==> src/rtl/ram_ctrl_pkg.sv <==
// Shared constants and FSM state encoding for the two-client RAM arbiter.
package ram_ctrl_pkg;

  localparam int unsigned ADDR_W_DEF = 8;
  localparam int unsigned DATA_W_DEF = 8;

  typedef enum logic [1:0] {
    IDLE    = 2'd0,
    ACC     = 2'd1,
    RD_WAIT = 2'd2,
    RESP    = 2'd3
  } state_t;

endpackage

==> src/rtl/rr_arb2.sv <==
// Combinational two-way grant select. Round-robin on rr_last by default;
// RAM_ARB_FIXED_PRIO_EN makes client 0 win every tie and drops the pointer input.
module rr_arb2 (
  input  logic i_req0,
  input  logic i_req1,
`ifndef RAM_ARB_FIXED_PRIO_EN
  input  logic i_rr_last,
`endif
  output logic o_gnt0_c,
  output logic o_gnt1_c
);

`ifdef RAM_ARB_FIXED_PRIO_EN
  assign o_gnt0_c = i_req0;
  assign o_gnt1_c = i_req1 & ~i_req0;
`else
  // On a tie the client that did not win last time is favoured
  assign o_gnt0_c = i_req0 & (~i_req1 | i_rr_last);
  assign o_gnt1_c = i_req1 & (~i_req0 | ~i_rr_last);
`endif

endmodule

==> src/rtl/ram_arb2.sv <==
// Two-requester arbiter/sequencer for the single-port 256x8 synchronous SRAM.
// Build option: RAM_ARB_FIXED_PRIO_EN selects fixed priority (client 0) instead of round-robin.
module ram_arb2
  import ram_ctrl_pkg::*;
#(
  parameter int unsigned ADDR_W = ADDR_W_DEF,
  parameter int unsigned DATA_W = DATA_W_DEF
) (
  input  logic              clk,
  input  logic              rst_n,
  input  logic              req0,
  input  logic              we0,
  input  logic [ADDR_W-1:0] addr0,
  input  logic [DATA_W-1:0] wdata0,
  output logic              gnt0,
  output logic              rvalid0,
  input  logic              req1,
  input  logic              we1,
  input  logic [ADDR_W-1:0] addr1,
  input  logic [DATA_W-1:0] wdata1,
  output logic              gnt1,
  output logic              rvalid1,
  output logic [DATA_W-1:0] rdata,
  output logic              ram_cs,
  output logic              ram_we,
  output logic [ADDR_W-1:0] ram_addr,
  output logic [DATA_W-1:0] ram_din,
  input  logic [DATA_W-1:0] ram_dout
);

  state_t r_state;
  logic   r_sel;
  logic   w_gnt0_c;
  logic   w_gnt1_c;

`ifndef RAM_ARB_FIXED_PRIO_EN
  logic r_rr_last;
`endif

  rr_arb2 u_arb (
    .i_req0    (req0),
    .i_req1    (req1),
`ifndef RAM_ARB_FIXED_PRIO_EN
    .i_rr_last (r_rr_last),
`endif
    .o_gnt0_c  (w_gnt0_c),
    .o_gnt1_c  (w_gnt1_c)
  );

`ifndef RAM_ARB_FIXED_PRIO_EN
  // Last winner; reset to 1 so client 0 takes the first tie
  always_ff @(posedge clk or negedge rst_n) begin
    if (!rst_n) begin
      r_rr_last <= 1'b1;
    end else if (r_state == IDLE && (w_gnt0_c || w_gnt1_c)) begin
      r_rr_last <= w_gnt1_c;
    end
  end
`endif

  always_ff @(posedge clk or negedge rst_n) begin
    if (!rst_n) begin
      r_state  <= IDLE;
      r_sel    <= 1'b0;
      gnt0     <= 1'b0;
      gnt1     <= 1'b0;
      rvalid0  <= 1'b0;
      rvalid1  <= 1'b0;
      rdata    <= '0;
      ram_cs   <= 1'b0;
      ram_we   <= 1'b0;
      ram_addr <= '0;
      ram_din  <= '0;
    end else begin
      gnt0 <= 1'b0;
      gnt1 <= 1'b0;
      case (r_state)
        IDLE: begin
          if (w_gnt0_c || w_gnt1_c) begin
            ram_cs   <= 1'b1;
            ram_we   <= w_gnt1_c ? we1    : we0;
            ram_addr <= w_gnt1_c ? addr1  : addr0;
            ram_din  <= w_gnt1_c ? wdata1 : wdata0;
            gnt0     <= w_gnt0_c;
            gnt1     <= w_gnt1_c;
            r_sel    <= w_gnt1_c;
            r_state  <= ACC;
          end
        end
        ACC: begin
          // RAM samples the pins at this edge; address and data hold afterwards
          ram_cs  <= 1'b0;
          ram_we  <= 1'b0;
          r_state <= ram_we ? IDLE : RD_WAIT;
        end
        RD_WAIT: begin
          rdata   <= ram_dout;
          rvalid0 <= ~r_sel;
          rvalid1 <= r_sel;
          r_state <= RESP;
        end
        RESP: begin
          rvalid0 <= 1'b0;
          rvalid1 <= 1'b0;
          r_state <= IDLE;
        end
        default: r_state <= IDLE;
      endcase
    end
  end

endmodule

==> config.mk <==
export PLATFORM = sky130hd
export DESIGN_NAME = ram_arb2
export DESIGN_NICKNAME = d
export VERILOG_FILES = /design/src/rtl/ram_ctrl_pkg.sv /design/src/rtl/rr_arb2.sv /design/src/rtl/ram_arb2.sv
export SDC_FILE = /design/constraint.sdc
export NUM_CORES = 1
export LEC_CHECK = 0
export ABC_AREA = 1
export BUFFER_PORTS_ARGS = -buffer_cell sky130_fd_sc_hd__buf_2
export CAP_MARGIN = 5
export CORE_ASPECT_RATIO = 1.4
export CORE_MARGIN = 4
export CORE_UTILIZATION = 50
export DETAILED_ROUTE_END_ITERATION = 12
export PLACE_DENSITY_LB_ADDON = 0.05
export REMOVE_ABC_BUFFERS = 1
export SKIP_CTS_REPAIR_TIMING = 1
export SYNTH_ARGS = -nofsm -noshare
export SYNTH_HDL_FRONTEND = slang
export SYNTH_SLANG_ARGS = --single-unit
==> constraint.sdc <==
create_clock -name clk -period 3.2 [get_ports clk]
set_clock_uncertainty 0.1 [all_clocks]
set_input_delay 0.32 -clock clk [delete_from_list [all_inputs] [get_ports clk]]
set_output_delay 0.32 -clock clk [all_outputs]
set_load 0.02 [all_outputs]
==> metrics.yaml <==
status: "finished, violations left"
violations: "hold timing"
final_hold_viol_count: 3
synth_area_leaders: "dfrtp_1 (48%), nand2_1 (14%), nand3b_1 (7.0%), nand3_2 (5.9%), nand3_1 (5.3%)"
gp_congestion: 0.7540
num_antenna_cells: 0
ant_nets: 0
htree_levels: 2
grt_pass1_vias: 1461
finish.utilization: 0.6659
crit_path_max_fanout: 19
cp.buffers_inverters: 1
required_ps: 3310
hold_class: "primary input to async pin"
finalMaxSlewViolations: 0
post-route-period-util: 0.4755
synthTopCellsByCount: "nand2_1 (64), dfrtp_1 (33), inv_1 (20)"
fmax_mhz: 657.2
cts_sinks: 34
avgRoutedWirePerCell_um: 12.19
yosys_warnings: 0
seq_area_frac_synth: 0.4993
synth_cell_types: 20
tightest_slew_ps: 724.5
clkSlewWorstSetupHoldPaths_ps: 60
syn-cell-area_mm2: 0.001707
clk_path_buf_depth: 2
drc_errors: 0
fin_tns_setup_ps: 0
ys_ff_latch: 34
synth_edf_count: 0
synth_ff_type: "dfrtp_1"
critPathKind: "flip-flop to flip-flop"
core_mm2: 0.003213
cts_buffers: 5
synthCells: 194
period_minus_slack_ps: 1522
final_layout_size_suffix_gt1_frac: 0.4067
whs_ps: -2.929
peakVddDrop_mv: 0.5446
maxCapViolations: 0
vias_per_cell: 4.896
nets: 314
fin_ws_ps: 1678
async_reset_ff_frac: 1.000
port_buffers: 75
antenna_found_initial: 0
hpwl_mm: 2.789
grt_overflow: 0
syn_avg_cell_area_um2: 8.797
rows: 24
slew_headroom: 0.5170
chipWidth_um: 57.38
p_leak_nw: 1.236
clk_latency_ps: 280
multi_input_area_um2: 696.9
setup_viol: 0
drt_wl_total_mm: 3.741
synth_top_area_frac: 0.4839
critPathTopFamily: "flip-flops"
grt_max_degree: 35
path_cells: "nor2_2 > o21ai_4 > inv_6 > nand3_1 > nand2_1"
drtIter0Drc: 73
pre_cts_ws_ps: 1525
cp-start-kind: "flip-flop"
firstDrtPassIters: 4
yosys.area.top_type: "dfrtp_1"
slowest_stage: "dfrtp_1"
rsz0062_at_grt: "no"
cts_tree: "built"
die_area_mm2: 0.004425
crit_path_end_kind: "flip-flop"
register_area_um2: 852.1
grtUsageTotal: 0.1755
grt_pass1_wl_mm: 6.127
syn_to_final_growth_pct: 25.37
num_vias: 1503
pin_count: 76
synth.most_common_cell: "nand2_1"
arrival_ps: 1630
die_h_um: 77.13
slowest_delay_ps: 500
fillers: 311
p_per_area_mw_per_mm2: 937.2
start_util: 0.5312
clockRootBuffer: "clkbuf_8"
-- stage by stage --
step / cell area [um2] / total power, mW / instances
after floorplan: 1637 / 1.407 / 186
after global placement: 2061 / 1.718 / 300
after detailed placement: 2061 / 1.740 / 300
after CTS: 2140 / 2.033 / 307
after global routing: 2140 / 2.163 / 307
final: 2140 / 2.005 / 307
-- logic make-up (layout without fill, tap and decap cells) --
| kind of cell | count (synthesis) | count (layout) | share of synthesized area |
|---|---|---|---|
| and+or+nand+nor | 122 | 122 | 0.3783 |
| AOI/OAI and AO/OA | 8 | 8 | 0.03006 |
| DFF | 34 | 34 | 0.4993 |
| buffers and inverters | 30 | 104 | 0.09237 |
-- layout by cell type (no fill, tap or decap) --
cell type	n
buf_2	75
nand2_1	64
dfrtp_1	33
inv_1	20
nand3_1	18
nand3b_1	16
nand3_2	10
nand2_2	10
o21ai_0	5
clkbuf_8	5
nand2_4	2
a21oi_1	2
clkinv_2	2
nor2_2	1
o21ai_4	1
inv_6	1
inv_2	1
nor2_1	1
dfstp_2	1
-- layer usage --
| metal | GRT usage | vias up | routed length, um | share of wire |
|---|---|---|---|---|
| li1 | - | 756 | - | - |
| met1 | 0.1894 | 684 | 1459 | 0.39 |
| met2 | 0.3122 | 54 | 1930 | 0.52 |
| met3 | 0.03697 | 9 | 269 | 0.072 |
| met4 | 0.08817 | 0 | 82 | 0.022 |
| met5 | 0 | - | 0 | 0 |
-- state kept, by name, indices dropped and copies added (netlist names), named ones only --
register and count:
r_sel 1, r_rr_last 1, ram_din 8, ram_cs 1, rdata 8, ram_we 1, r_state 1, gnt1 1
rvalid0 1, gnt0 1, rvalid1 1, ram_addr 8
-- final timing paths --
path,startpoint,end,slack [ps],cells after the start
worst min-delay path,rst_n,rvalid1,-3,1
max in group asynchronous,rst_n,rdata[1],2540,1
worst max register to register,flip-flop,ram_we,1680,5
worst min register to register,rdata[2],rdata[2],370,2
min in group clk,ram_dout[2],rdata[2],180,3
worst max-delay path,flip-flop,ram_we,1680,5
-- where the power goes --
group | internal (mW) | switching [mW]
clock network | 0.146 | 0.140
registers | 0.641 | 0.125
logic | 0.313 | 0.641
-- cell type report --
type / instances / area share
inverter: 22 / 0.04094
clock inverter: 2 / 0.004678
tap: 39 / 0.02281
timing repair buffer: 75 / 0.1754
clock buffer: 5 / 0.03216
sequential: 34 / 0.3982
multi-input combinational: 130 / 0.3257
Note: power is estimated with default switching activity, not from simulation.
